===== src/rtl/lime_mem_arbiter.sv =====
// Arbiter for the single-port unified memory, shared by the multi-cycle CPU and a DMA/loader port.
// Each access takes three cycles (grant, issue, capture); ties resolve round-robin or CPU-first with a DMA starvation bound.
//
// state   | meaning
// IDLE    | waiting for an eligible request; a grant latches the winner's access
// ISSUE   | mem_en high for this single cycle, memory samples at its closing edge
// CAPTURE | mem_rdata valid; owner's rdata loaded on reads, ack pulses next cycle
module lime_mem_arbiter #(
    parameter int ADDR_W       = 16,
    parameter int DATA_W       = 16,
    parameter int CPU_PRIORITY = 0,
    parameter int MAX_WAIT     = 4
) (
    input  logic              CLK,
    input  logic              Reset,
    input  logic              cpu_req,
    input  logic              cpu_we,
    input  logic [ADDR_W-1:0] cpu_addr,
    input  logic [DATA_W-1:0] cpu_wdata,
    output logic              cpu_ack,
    output logic [DATA_W-1:0] cpu_rdata,
    output logic              cpu_stall,
    input  logic              dma_req,
    input  logic              dma_we,
    input  logic [ADDR_W-1:0] dma_addr,
    input  logic [DATA_W-1:0] dma_wdata,
    output logic              dma_ack,
    output logic [DATA_W-1:0] dma_rdata,
    output logic              mem_en,
    output logic              mem_we,
    output logic [ADDR_W-1:0] mem_addr,
    output logic [DATA_W-1:0] mem_wdata,
    input  logic [DATA_W-1:0] mem_rdata,
    output logic              busy
);

    typedef enum logic [1:0] {
        IDLE    = 2'd0,
        ISSUE   = 2'd1,
        CAPTURE = 2'd2
    } state_t;

    localparam logic       OWN_CPU    = 1'b0;
    localparam logic       OWN_DMA    = 1'b1;
    localparam logic [3:0] WAIT_LIMIT = 4'(MAX_WAIT);

    state_t     state;
    logic       owner;
    logic       last_owner;
    logic       acc_we;
    logic [3:0] wait_cnt;
    logic       cpu_elig;
    logic       dma_elig;
    logic       grant_dma;

    // A port in its ack cycle is not eligible, so a held request is never granted twice.
    assign cpu_elig  = cpu_req && !cpu_ack;
    assign dma_elig  = dma_req && !dma_ack;
    assign cpu_stall = cpu_req && !cpu_ack;
    assign busy      = (state != IDLE);

    always_comb begin
        grant_dma = dma_elig;
        if (cpu_elig && dma_elig) begin
            if (CPU_PRIORITY == 0) begin
                grant_dma = (last_owner == OWN_CPU);
            end else begin
                grant_dma = (wait_cnt == WAIT_LIMIT);
            end
        end
    end

    always_ff @(posedge CLK or posedge Reset) begin
        if (Reset) begin
            state      <= IDLE;
            owner      <= OWN_CPU;
            last_owner <= OWN_DMA;
            acc_we     <= 1'b0;
            wait_cnt   <= 4'd0;
            mem_en     <= 1'b0;
            mem_we     <= 1'b0;
            mem_addr   <= '0;
            mem_wdata  <= '0;
            cpu_ack    <= 1'b0;
            dma_ack    <= 1'b0;
            cpu_rdata  <= '0;
            dma_rdata  <= '0;
        end else begin
            cpu_ack <= 1'b0;
            dma_ack <= 1'b0;
            case (state)
                IDLE: begin
                    if (cpu_elig || dma_elig) begin
                        owner     <= grant_dma;
                        mem_en    <= 1'b1;
                        mem_we    <= grant_dma ? dma_we : cpu_we;
                        acc_we    <= grant_dma ? dma_we : cpu_we;
                        mem_addr  <= grant_dma ? dma_addr : cpu_addr;
                        mem_wdata <= grant_dma ? dma_wdata : cpu_wdata;
                        state     <= ISSUE;
                        if (grant_dma) begin
                            wait_cnt <= 4'd0;
                        end else if (dma_elig && wait_cnt != 4'hF) begin
                            wait_cnt <= wait_cnt + 4'd1;
                        end
                    end
                end
                ISSUE: begin
                    mem_en <= 1'b0;
                    mem_we <= 1'b0;
                    state  <= CAPTURE;
                end
                CAPTURE: begin
                    if (!acc_we) begin
                        if (owner == OWN_DMA) begin
                            dma_rdata <= mem_rdata;
                        end else begin
                            cpu_rdata <= mem_rdata;
                        end
                    end
                    cpu_ack    <= (owner == OWN_CPU);
                    dma_ack    <= (owner == OWN_DMA);
                    last_owner <= owner;
                    state      <= IDLE;
                end
                default: state <= IDLE;
            endcase
        end
    end

endmodule


===== config.mk =====
export PLATFORM = sky130hd
export DESIGN_NAME = lime_mem_arbiter
export DESIGN_NICKNAME = d
export VERILOG_FILES = /design/src/rtl/lime_mem_arbiter.sv
export SDC_FILE = /design/constraint.sdc
export NUM_CORES = 1
export LEC_CHECK = 0
export ABC_CLOCK_PERIOD_IN_PS = 4200
export CAP_MARGIN = 10
export CORE_ASPECT_RATIO = 0.6
export CORE_MARGIN = 2
export CORE_UTILIZATION = 47
export DETAILED_ROUTE_END_ITERATION = 10
export GPL_TIMING_DRIVEN = 0
export HOLD_SLACK_MARGIN = 0.12
export PLACE_DENSITY = 0.86
export SLEW_MARGIN = 10
export SYNTH_ARGS = -nofsm -noshare
export SYNTH_HDL_FRONTEND = slang
export SYNTH_SLANG_ARGS = --single-unit

===== constraint.sdc =====
create_clock -name CLK -period 4.2 [get_ports CLK]
set_clock_uncertainty 0.05 [all_clocks]
set_input_delay 1.05 -clock CLK [delete_from_list [all_inputs] [get_ports CLK]]
set_output_delay 1.05 -clock CLK [all_outputs]
set_load 0.005 [all_outputs]

Yosys cells after proc, flatten, opt, wreduce, memory -nomap -nowiden
Index checks and enable logic that the tools add are counted.
{ "classes": {"eq_ne": 3, "n_mux": 12, "bitwise_logic": 3, "reduce_logical": 13} }
{ "ops": {"columns": ["operator", "n"], "rows": [
  ["two-way mux 16 bit", 2],
  ["two-way mux 1 bit", 6],
  ["AND reduction 3 bit", 2],
  ["case mux 1 bit (2 select lines)", 2],
  ["case mux 2 bit (2 select lines)", 1],
  ["AND reduction 2 bit", 2],
  ["nonzero test 2 bit", 2],
  ["logical AND 1 bit", 3],
  ["inverter 1 bit", 3],
  ["equality test 2 x 1 -> 1 bit (second input constant)", 1],
  ["equality test 2 bit (second input constant)", 1],
  ["zero test 1 bit", 2],
  ["zero test 2 bit", 1],
  ["two-way mux 2 bit", 1],
  ["inequality test 2 bit (second input constant)", 1],
  ["logical OR 1 bit", 1]
]} }
{ "totals": {"ff_bits": 73, "input_bits": 86, "output_inout_bits": 70, "word_cells": 43} }

Logic depth before layout (Yosys ltp)
{ "depth": {"word_depth": 7, "depth_mapped": 6, "mapped_depth_nobuf": 4} }

Worst setup path after synthesis
OpenSTA, ideal clock, no wires.
{ "synth_path": {"kind": "in2out", "from": "input port cpu_req", "to": "output port cpu_stall", "t_arrival_ps": 1549, "t_required_ps": 3100, "slack_ps": 1551, "cell_stages": 4, "path_buffers": 2, "cell_sequence": "nand2b_1 -> buf_2 -> buf_2 -> inv_1"} }
{ "synth_via": {"elab_chain_len": 1} }
{ "synth_rtl": {"columns": ["item", "line_no", "text"], "rows": [
  ["start: declaration", "16", "input logic cpu_req,"],
  ["logical AND 1 bit", "59", "assign cpu_stall = cpu_req && !cpu_ack;"],
  ["end: declaration", "22", "output logic cpu_stall,"]
]} }
Every way passes these cells.

Worst setup path after layout
Ends and elaborated chain as after synthesis.

==> results.md <==
- Status: finished, final reports clean
- Largest net degree at the start of global routing: 53
- Nets: 547
- First-pass GRT wire length: 17.67 mm
- Synth warnings: 0
- Final Hold Viols: 0
- Crit-path cells: clkdlybuf4s50_1 > nand2b_1 > buf_2 > buf_2 > inv_1 > clkdlybuf4s50_1
- WL final: 11.36 mm
- Fmax: 0.2694 GHz
- Largest cells by area after synthesis: dfrtp_1 46%, a2bb2oi_2 11%, mux2_2 9.2%
- Layout area overhead: 50.86%
- Clk sinks: 73
- Deepest clock path buffer count: 2
- Final global-route overflow total: 0
- Setup TNS: 0 ns
- Drc violations: 0
- Max-Cap Viols: 0
- # IOs: 156
- Worst Hold Class: flip-flop to flip-flop
- Worst hold slack: 0.4167 ns
- Post-CTS setup repair buffer count: 0
- Initial antenna violation count: 0
- Routed Antenna Nets: 0
- Seq/Total Area, Yosys: 0.4650
- Unrepaired setup endpoints after global routing: no
- Post-cts hold buffer count: 0
- Row Count: 25
- Root Buffer: clkbuf_16
- Worst VDD drop: 0.0003794 V
- Synth top area share: 0.4583
- Die W: 122.1 µm
- Seq cells post-synth: 73
- Setup violations, final: 0
- Via count: 3240
- Htree depth: 3
- CTS tree: yes
- Vias per cell: 5.645
- Most common cell after layout, fill and taps aside: clkdlybuf4s50_1
- Ratio of cells with drive above 1 in the final layout: 0.2618
- Die area: 9136 µm²
- Tmin final: 3.712 ns
- Worst slew pin tran: 0.6697 ns
- Dpl hpwl: 8.274 mm
- Worst-path clk slew: 0.06 ns
- Gate Count Post-Synth: 294
- CTS buffer count: 9
- Total track usage: 0.2603
- Critical Path AT: 2.61 ns
- Slowest cell on the critical path: clkdlybuf4s50_1
- Fill count: 562
- Die Ht: 74.84 µm
- Initial Utilization: 0.4909
- Most frequent cells in the layout: 155 x clkdlybuf4s50_1, 72 x dfrtp_1, 34 x and3b_1
- Syn_nets: 380
- Pwr dens: 712.7 nW/µm²
- Slew headroom: 0.5536
- Post-CTS sizing: 0
- Post-synthesis cell type count: 29
- Critical setup path kind: primary input to output port
- Leakage power: 0.002410 µW
- Syn Area/Cell: 13.37 µm²
- Cell Area, Synth: 3931 µm²
- Skew-Pair Late Insertion Delay: 0.34 ns
- Vias in the first global route: 3283
- Area of the core: 8008 µm²
- Crit path max fanout: 10
- DR WL/cell: 19.79 µm
- RD Place Congestion: 0.7856
- Port bufs: 155
- DR iter-0 viols: 161
- Diode count: 0
- Crit path launch type: primary input
- Synth area leader: dfrtp_1
- Crit end category: output port
- Tcrit/Tclk final: 0.8838
- Drt first pass iters: 4
- Slowest stage delay, CP: 0.45 ns
- Max Transition Viols Final: 0
- Req. time, crit path: 3.10 ns
==> cells in the mapped netlist <==
cell,n
dfrtp_1,72
and3b_1,34
mux2_2,32
a2bb2oi_2,29
o21ai_0,28
a221oi_2,18
a221oi_1,16
clkbuf_1,15
buf_2,8
buf_6,7
o21ai_1,6
inv_1,5
a2bb2oi_1,4
buf_12,3
nand2_1,2
nand2b_1,2
a21o_1,1
a21o_4,1
clkinv_8,1
dfstp_2,1
nand2b_4,1
nand3b_1,1
nand3b_2,1
nor2_1,1
nor2_4,1
nor2b_1,1
nor3_1,1
nor3_4,1
or2_1,1
==> layout make-up <==
type	count	area (µm²)	share of cell area
Sequential cell	73	1828	0.3082
Clock inverter	5	30.03	0.005063
Tap cell	108	135.1	0.02278
Timing Repair Buffer	156	1579	0.2662
Clock buffer	11	252.7	0.04262
Inverter	6	37.54	0.006329
Buffer	33	235.2	0.03966
Multi-Input combinational cell	182	1833	0.3091
==> registers in the layout, summed over array words and instances (netlist names) <==
name	flops
acc_we	1
cpu_ack	1
cpu_rdata	16
dma_ack	1
dma_rdata	16
last_owner	1
mem_addr	16
mem_en	1
mem_wdata	16
mem_we	1
owner	1
state	2
==> kinds of logic after synthesis <==
kind of cell	Yosys count	share of synthesized area
compound gates	103	0.2731
buf+inv	39	0.06875
flops	73	0.4650
mux	32	0.09166
simple gates	47	0.1015
==> through the flow <==
step                utilization  total power (µW)  instance area, µm²  setup slack [ns]  instances
floorplan                     -              2504                3931             1.248        294
global placement         0.7016              3430                5618           0.02795        557
finish                   0.7406              4227                5931            0.4882        574
CTS                      0.7406              4258                5931            0.4806        574
detailed placement       0.7053              3510                5648            0.5055        558
global route             0.7406              4464                5931            0.3948        574
==> critical path, delay by kind of cell <==
kind | cells | cell delay, ns
buffers and inverters | 5 | 1.47
AND/OR/NAND/NOR | 1 | 0.09
==> power by group <==
group	total, µW	internal, µW	switching, µW
registers	1300	1060	236
clock network	723	428	294
logic	2210	1370	843
total	4230	2850	1370
==> layer usage <==
layer  vias up  wire [µm]  global-route usage
met4         0        202              0.1009
met2       119       5316              0.4196
li1       1478          -                   -
met3        17        767             0.07197
met5         -          0                   0
met1      1626       5071              0.3413
==> path summary, 6_finish.rpt <==
kind                       slack, ns  startpoint  depth (start not counted)           end
min in group asynchronous       1.00       Reset                          2  cpu_rdata[6]
hold reg to reg                 0.42  last_owner                          2    last_owner
setup / recovery                0.49     cpu_req                          6     cpu_stall
max in group asynchronous       2.52       Reset                          3    last_owner
hold / removal                  0.42  last_owner                          2    last_owner
setup reg to reg                2.38  last_owner                          4  mem_wdata[9]
Note: power is estimated with default switching activity, not from simulation.
